===== src/rtl/divider_pkg.sv =====
// Shared types and defaults for the serial restoring divider.
package divider_pkg;

  typedef enum logic [1:0] {IDLE, RUN, DONE} div_state_t;

  localparam int DIV_WIDTH_DEFAULT = 16;

endpackage


===== src/rtl/ripple_subtractor.sv =====
// Combinational A - B through a chain of full subtractors; BO is the borrow out of the MSB.
module ripple_subtractor #(
  parameter int WIDTH = 16
) (
  input  logic [WIDTH-1:0] A,
  input  logic [WIDTH-1:0] B,
  output logic [WIDTH-1:0] Diff,
  output logic             BO
);

  logic [WIDTH:0] borrow;

  assign borrow[0] = 1'b0;

  for (genvar i = 0; i < WIDTH; i++) begin : g_bit
    assign Diff[i]       = A[i] ^ B[i] ^ borrow[i];
    assign borrow[i + 1] = (~A[i] & B[i]) | (~(A[i] ^ B[i]) & borrow[i]);
  end

  assign BO = borrow[WIDTH];

endmodule


===== src/rtl/serial_restoring_divider.sv =====
// Restoring divider, one quotient bit per clock, Start/Done handshake.
// Define DIV_SIGNED_EN for two's-complement operands (magnitude core plus sign fix-up in DONE).
module serial_restoring_divider
  import divider_pkg::*;
#(
  parameter int WIDTH = DIV_WIDTH_DEFAULT
) (
  input  logic             Clk,
  input  logic             Reset,
  input  logic             Start,
  input  logic [WIDTH-1:0] Dividend,
  input  logic [WIDTH-1:0] Divisor,
  output logic [WIDTH-1:0] Quotient,
  output logic [WIDTH-1:0] Remainder,
  output logic             Busy,
  output logic             Done,
  output logic             DivByZero,
  output logic [1:0]       fsm_state
);

  // Handshake: Start is sampled only in IDLE; Done is a one-cycle pulse and
  // Quotient/Remainder/DivByZero hold from that pulse until the next accepted Start.

  localparam int CW = $clog2(WIDTH) + 1;
  localparam logic [CW-1:0] LAST = CW'(WIDTH - 1);

  div_state_t       state;
  logic [WIDTH-1:0] r_reg;
  logic [WIDTH-1:0] q_reg;
  logic [WIDTH-1:0] d_reg;
  logic [CW-1:0]    count;
  logic             dz;

  logic [WIDTH-1:0] dividend_mag;
  logic [WIDTH-1:0] divisor_mag;
  logic [WIDTH-1:0] quotient_fix;
  logic [WIDTH-1:0] remainder_fix;

`ifdef DIV_SIGNED_EN
  logic neg_q;
  logic neg_r;

  assign dividend_mag  = Dividend[WIDTH-1] ? (~Dividend + 1'b1) : Dividend;
  assign divisor_mag   = Divisor[WIDTH-1]  ? (~Divisor + 1'b1)  : Divisor;
  // Divide-by-zero results are raw values and bypass the sign fix-up.
  assign quotient_fix  = (neg_q && !dz) ? (~q_reg + 1'b1) : q_reg;
  assign remainder_fix = (neg_r && !dz) ? (~r_reg + 1'b1) : r_reg;
`else
  assign dividend_mag  = Dividend;
  assign divisor_mag   = Divisor;
  assign quotient_fix  = q_reg;
  assign remainder_fix = r_reg;
`endif

  // Shifted partial remainder; its top bit sits above the subtractor and forces "no borrow".
  logic [WIDTH-1:0] shifted_low;
  logic [WIDTH-1:0] trial_diff;
  logic             trial_bo;
  logic             no_borrow;

  assign shifted_low = {r_reg[WIDTH-2:0], q_reg[WIDTH-1]};
  assign no_borrow   = r_reg[WIDTH-1] | ~trial_bo;

  ripple_subtractor #(.WIDTH(WIDTH)) u_sub (
    .A    (shifted_low),
    .B    (d_reg),
    .Diff (trial_diff),
    .BO   (trial_bo)
  );

  assign Busy      = (state == RUN) || (state == DONE);
  assign fsm_state = state;

  always_ff @(posedge Clk or posedge Reset) begin
    if (Reset) begin
      state     <= IDLE;
      r_reg     <= '0;
      q_reg     <= '0;
      d_reg     <= '0;
      count     <= '0;
      dz        <= 1'b0;
      Quotient  <= '0;
      Remainder <= '0;
      Done      <= 1'b0;
      DivByZero <= 1'b0;
`ifdef DIV_SIGNED_EN
      neg_q     <= 1'b0;
      neg_r     <= 1'b0;
`endif
    end else begin
      Done <= 1'b0;
      case (state)
        IDLE: begin
          if (Start) begin
            DivByZero <= 1'b0;
`ifdef DIV_SIGNED_EN
            neg_q     <= Dividend[WIDTH-1] ^ Divisor[WIDTH-1];
            neg_r     <= Dividend[WIDTH-1];
`endif
            if (Divisor != '0) begin
              r_reg <= '0;
              q_reg <= dividend_mag;
              d_reg <= divisor_mag;
              count <= '0;
              dz    <= 1'b0;
              state <= RUN;
            end else begin
              r_reg <= Dividend;
              q_reg <= '1;
              dz    <= 1'b1;
              state <= DONE;
            end
          end
        end
        RUN: begin
          r_reg <= no_borrow ? trial_diff : shifted_low;
          q_reg <= {q_reg[WIDTH-2:0], no_borrow};
          count <= count + 1'b1;
          if (count == LAST) state <= DONE;
        end
        DONE: begin
          Done      <= 1'b1;
          DivByZero <= dz;
          Quotient  <= quotient_fix;
          Remainder <= remainder_fix;
          state     <= IDLE;
        end
        default: state <= IDLE;
      endcase
    end
  end

endmodule


===== config.mk =====
export PLATFORM = sky130hd
export DESIGN_NAME = serial_restoring_divider
export DESIGN_NICKNAME = d
export VERILOG_FILES = /design/src/rtl/divider_pkg.sv /design/src/rtl/ripple_subtractor.sv /design/src/rtl/serial_restoring_divider.sv
export SDC_FILE = /design/constraint.sdc
export NUM_CORES = 1
export LEC_CHECK = 0
export CORE_UTILIZATION = 28
export CTS_BUF_LIST = sky130_fd_sc_hd__clkbuf_8
export CTS_CLUSTER_SIZE = 14
export DETAILED_ROUTE_END_ITERATION = 8
export GPL_ROUTABILITY_DRIVEN = 0
export PLACE_DENSITY = 0.5
export SETUP_SLACK_MARGIN = 0.3
export SYNTH_ARGS = -nofsm -noshare
export SYNTH_HDL_FRONTEND = slang
export SYNTH_SLANG_ARGS = --single-unit

===== constraint.sdc =====
create_clock -name Clk -period 7.8 [get_ports Clk]
set_clock_uncertainty 0.1 [all_clocks]
set_input_delay 1.56 -clock Clk [delete_from_list [all_inputs] [get_ports Clk]]
set_output_delay 1.56 -clock Clk [all_outputs]
set_load 0.1 [all_outputs]

# Word-level counts from Yosys, hierarchy flattened
# Index checks and enable logic that the tools add are counted.
[op_classes]
bitwise_logic = 110
mux = 18
n_addsub = 1
n_reduce_logical = 11
eq_ne = 6
[op_table]
columns = ["op", "n"]
rows = [
  ["16-bit two-way mux", 5],
  ["16-bit one-hot mux with 2 select lines", 2],
  ["1-bit inverter", 32],
  ["1-bit bitwise AND", 31],
  ["1-bit XOR", 31],
  ["1-bit bitwise OR", 16],
  ["16-bit nonzero test", 1],
  ["5-bit two-way mux", 2],
  ["5-bit one-hot mux with 2 select lines", 1],
  ["2-bit AND reduction", 4],
  ["2-bit two-way mux", 3],
  ["3-bit AND reduction", 2],
  ["5-bit by 1-bit adder with 5-bit output (second input constant)", 1],
  ["5-bit by 4-bit == test with 1-bit output (second input constant)", 1],
  ["2-bit != test (second input constant)", 2],
  ["2-bit one-hot mux with 2 select lines", 1],
  ["2-bit nonzero test", 2],
  ["1-bit two-way mux", 3],
  ["2-bit by 1-bit == test with 1-bit output (second input constant)", 1],
  ["2-bit == test (second input constant)", 1],
  ["2-bit zero test", 1],
  ["2-bit by 1-bit != test with 1-bit output (second input constant)", 1],
  ["1-bit one-hot mux with 2 select lines", 1],
  ["1-bit logical OR", 1],
]
[word_totals]
reg_bits = 90
inputBits = 35
word_cells = 156
output_inout_bits = 37

# Depth between registers and ports, before layout
[logic_depth]
word_depth = 36
mapped_depth = 23
mapped_depth_nobuf = 21

# Cells and area by module
# Synthesis repeated with hierarchy kept, for this count alone.
[hier_totals]
hier_cells = 408
hier_area_um2 = 4539.4
[by_module_without_submodules]
columns = ["mod", "seq_area_each_um2", "instances", "cells_each", "area_each_um2"]
rows = [
  ["serial_restoring_divider", 2252.2, 1, 358, 4098.9],
  ["ripple_subtractor", 0.0, 1, 50, 440.4],
]

# Least setup slack after synthesis
# No wires, ideal clock.
[synth_timing]
path_type = "register to register"
start = "reg q_reg[15]"
end = "reg r_reg[3]"
stages_incl_launch_ff = 24
arrival_time_ps = 7193
required_ps = 7567
setup_ps = 133
setup_slack_ps = 375
cell_sequence = "dfrtp_1 -> inv_1 -> ha_1 -> fa_1 -> fa_1 -> fa_1 -> fa_1 -> fa_1 -> fa_1 -> fa_1 -> fa_1 -> fa_1 -> fa_1 -> fa_1 -> fa_1 -> fa_1 -> fa_1 -> fa_1 -> nand2b_1 -> clkbuf_1 -> buf_2 -> a211oi_1 -> a311oi_1 -> a21oi_1"
[synth_via]
elab_chain_cells = 36
elab_cells_between_ends = 37
[synth_rtl]
columns = ["item", "line", "rtl"]
rows = [
  ["start: declaration", "serial_restoring_divider.sv:29", "logic [WIDTH-1:0] q_reg;"],
  ["start signal: assignment", "serial_restoring_divider.sv:102", "q_reg <= dividend_mag;"],
  ["start signal: assignment", "serial_restoring_divider.sv:117", "q_reg <= {q_reg[WIDTH-2:0], no_borrow};"],
  ["1-bit inverter *", "ripple_subtractor.sv:17", "assign borrow[i + 1] = (~A[i] & B[i]) | (~(A[i] ^ B[i]) & borrow[i]);"],
  ["1-bit bitwise AND * (2 in series)", "ripple_subtractor.sv:17", ""],
  ["1-bit bitwise OR *", "ripple_subtractor.sv:17", ""],
  ["1-bit bitwise AND *", "ripple_subtractor.sv:17", ""],
  ["1-bit bitwise OR *", "ripple_subtractor.sv:17", ""],
  ["1-bit bitwise AND", "ripple_subtractor.sv:17", ""],
  ["1-bit bitwise OR", "ripple_subtractor.sv:17", ""],
  ["1-bit bitwise AND", "ripple_subtractor.sv:17", ""],
  ["(+19 left out)", "--", ""],
  ["1-bit bitwise AND", "ripple_subtractor.sv:17", ""],
  ["1-bit bitwise OR", "ripple_subtractor.sv:17", ""],
  ["1-bit bitwise AND", "ripple_subtractor.sv:17", ""],
  ["1-bit bitwise OR", "ripple_subtractor.sv:17", ""],
  ["1-bit inverter", "serial_restoring_divider.sv:62", "assign no_borrow = r_reg[WIDTH-1] | ~trial_bo;"],
  ["1-bit bitwise OR", "serial_restoring_divider.sv:62", ""],
  ["16-bit two-way mux *", "serial_restoring_divider.sv:116", "r_reg <= no_borrow ? trial_diff : shifted_low;"],
  ["16-bit one-hot mux with 2 select lines *", "serial_restoring_divider.sv:92", "case (state)"],
  ["end signal: assignment", "serial_restoring_divider.sv:108", "r_reg <= Dividend;"],
  ["end signal: assignment", "serial_restoring_divider.sv:116", ""],
  ["end: declaration", "serial_restoring_divider.sv:28", "logic [WIDTH-1:0] r_reg;"],
]
# Mark *: on every way between the ends. The rest lies on a longest branch, timed or not.
# A chain may end at the register's enable or synchronous reset.

# Worst setup path after layout
[layout_timing]
start = "reg q_reg[15]"
end = "reg r_reg[0]"
[layout_via]
elab_chain_cells = 36
elab_cells_between_ends = 37
[layout_rtl]
columns = ["item", "line"]
rows = [
  ["1-bit inverter", "ripple_subtractor.sv:17"],
  ["1-bit bitwise AND (2 in series)", "ripple_subtractor.sv:17"],
  ["1-bit bitwise OR", "ripple_subtractor.sv:17"],
  ["1-bit bitwise AND", "ripple_subtractor.sv:17"],
  ["1-bit bitwise OR", "ripple_subtractor.sv:17"],
  ["1-bit bitwise AND", "ripple_subtractor.sv:17"],
  ["1-bit bitwise OR", "ripple_subtractor.sv:17"],
  ["1-bit bitwise AND", "ripple_subtractor.sv:17"],
  ["(+19 left out)", "--"],
  ["1-bit bitwise AND", "ripple_subtractor.sv:17"],
  ["1-bit bitwise OR", "ripple_subtractor.sv:17"],
  ["1-bit bitwise AND", "ripple_subtractor.sv:17"],
  ["1-bit bitwise OR", "ripple_subtractor.sv:17"],
  ["1-bit inverter", "serial_restoring_divider.sv:62"],
  ["1-bit bitwise OR", "serial_restoring_divider.sv:62"],
  ["16-bit two-way mux *", "serial_restoring_divider.sv:116"],
  ["16-bit one-hot mux with 2 select lines *", "serial_restoring_divider.sv:92"],
]
# Marks and branches as above.

==> run summary <==
Status - finished, final reports clean
Fin crit period - 7300 ps
RSZ-0062 raised after global routing - false
Synth Warn # - 0
Critical Path Start Type - flip-flop
TritonCTS clock tree - yes
Total track usage - 14.8%
Clock Latency Late Sink - 390 ps
R2R Path Start - q_reg[15]
# placed instances - 659
Core area - 0.0158 sq mm
Area Growth Syn to Fin - 26.2%
Clock root cell - clkbuf_8
Adder-cell share of the synthesized area - 8.31%
Mux cell area share after synthesis - 13.0%
Via count - 3206
CP Max Fanout - 9
Detail Route Antenna Nets - 0
Site row count - 46
Top post-synthesis cells by count - dfrtp_1, mux2_2, nand2_1
Dominant cells by area after synthesis - dfrtp_1, mux2_2, fa_1, o21ai_1, mux2_4
Main combinational cell family by area after synthesis - compound AO/OA/AOI/OAI gates
Crit. Startpoint - q_reg[15]
Final hold violation count - 0
CTS Buf Count - 9
Gr ovfl total - 0
Layout Nets - 515
Post-synthesis simple-gate area fraction - 10.6%
DRT Pass-1 Iters - 5
Final setup fails - 0
Ports - 72
Die X - 129 microns
Initial antenna violation count - 0
DRC Markers - 0
Synth Area in Compound Gates - 13.5%
Post-Route WL - 11300 microns
Fillers - 1586
Cell count after synthesis - 392
Cell variety after synth - 42
Top achievable clock speed - 137 MHz
DR WL/cell - 16.6 microns
Crit. End Element - flip-flop
Largest net degree at the start of global routing - 65
Crit share post-route - 93.6%
First-pass GRT wire length - 18500 microns
Setup tns final - 0 ps
Share of the synthesized area in the top cell type - 49.8%
FF+latch area - 0.00225 sq mm
Multi-input gate area in the final layout - 0.00208 sq mm
Post-Synth XOR/XNOR Area - 0%
Die area - 0.0166 sq mm
Initial DRC count - 202
Most common cell in the netlist - dfrtp_1
Slew @ Worst Pin - 984 ps
Min-Delay Startpoint - count[4]
Fraction of final layout cells sized beyond drive strength 1 - 23.3%
Area leader, netlist - dfrtp_1
Critical path class - reg2reg
Share of the yosys chip area belonging to registers - 49.8%
Longest Clk Path Bufs - 2
Reg clk slew, reported paths - 100 ps
FFs w/ async S/R, synth - 100%
Post-synth EDFFs - 0
Seq cells post-synth - 90
Synth Flop Type - dfrtp_1
Dpl hpwl - 7920 microns
Die H - 129 microns
Vias in the first global route - 3274
Max-slew violations - 0
Slew HR - 34.2%
Hold crit path type - reg2reg
Max cap viols - 0
Count of input and output buffers - 71
CP arrival - 7430 ps
Non-filler instance count after layout - 680
Syn_area_per_cell - 11.5 sq um
Starting Density - 28.5%
Diodes inserted - 0
Drt via density - 4.71
Syn Std Cell Area - 0.00452 sq mm
Worst Path Required - 7940 ps
Synth Net Count - 448
Clock Sinks - 90
H-Tree Depth - 3
## metal layers
| metal | up-vias | global-route usage (%) | routed length (microns) |
|---|---|---|---|
| met4 | 0 | 3.94 | 108 |
| met3 | 8 | 4.17 | 564 |
| met5 | - | 0 | 0 |
| met2 | 68 | 22.7 | 5080 |
| li1 | 1531 | - | - |
| met1 | 1599 | 20.5 | 5500 |
## critical path: stages, from the launching register on
cell,delay (ps)
dfrtp_1,360
inv_1,50
ha_1,200
fa_1,390
fa_2,360
fa_2,350
fa_1,380
fa_1,400
fa_2,350
fa_2,340
fa_1,390
fa_2,350
fa_1,390
fa_2,350
fa_1,380
fa_2,360
fa_2,420
fa_2,390
buf_4,170
nand2b_1,110
buf_6,140
buf_4,100
a211oi_1,60
a31oi_1,180
o21ai_1,70
## cell families (layout without fill, tap and decap cells)
logic type,Yosys count,in the layout
compound gates,95,95
fa+ha+maj,21,21
buf+inv,51,123
flops,90,90
mux,49,49
simple gates,86,86
## per-stage QoR
| stage | hold WS, ps | worst slack [ps] | utilization (%) | area, sq um |
|---|---|---|---|---|
| 2_1_floorplan | 365 | 375 | - | 4520 |
| 3_3_place_gp | 377 | 257 | 34.3 | 5440 |
| 3_5_place_dp | 383 | 63.0 | 34.3 | 5440 |
| 4_1_cts | 403 | 335 | 35.8 | 5670 |
| 5_1_grt | 410 | 307 | 36.0 | 5700 |
| 6_report | 400 | 503 | 36.0 | 5700 |
## worst paths after layout
path	endpoint	slack [ps]	depth (start not counted)
worst min-delay path	count[4]	400	1
min in group asynchronous	Quotient[9]	1390	2
worst max-delay path	r_reg[0]	500	24
worst max register to register	r_reg[0]	500	24
max in group asynchronous	d_reg[7]	5010	3
worst min register to register	count[4]	400	1
## area by class of cell
| type | instances | share of cell area [%] |
|---|---|---|
| multi-input combinational | 251 | 36.4 |
| sequential | 90 | 39.5 |
| timing repair buffer | 84 | 14.2 |
| clock inverter | 5 | 0.943 |
| inverter | 23 | 1.54 |
| clock buffer | 11 | 2.65 |
| tap | 216 | 4.74 |
## repair_timing
action | CTS | global route
cloned | 0 | 0
buffers inserted | 3 | 2
endpoints found under the setup margin | 17 | 17
hold buffers | 0 | 0
endpoints found under the hold margin | 0 | 0
pin swaps | 5 | 2
resized for setup | 4 | 7
## cell usage in the layout, fill, tap and decap left out, drive strengths merged
cell and count:
o31ai 1, clkbuf 11, a41oi 1, inv 23
nor3 1, clkinv 2, nand3 1, o211ai 2
nor3b 16, fa 15, ha 6, a211oi 16
o22ai 15, or2 15, or4b 1, nand2b 2
a21o 1, nor2 5, nand4 2, nor4 5
or3 2, or4 1, nor2b 1, mux2 49
a31oi 13, clkdlybuf4s50 71, and3 1, o21ai 30
a32o 3, bufinv 1, dfrtp 90, a22o 1
and4 1, a311oi 4, clkinvlp 2, buf 13
nand2 32, a21oi 8
Power is not shown: default switching activity piles up to over one toggle a cycle in this logic, so the estimate is an artifact.
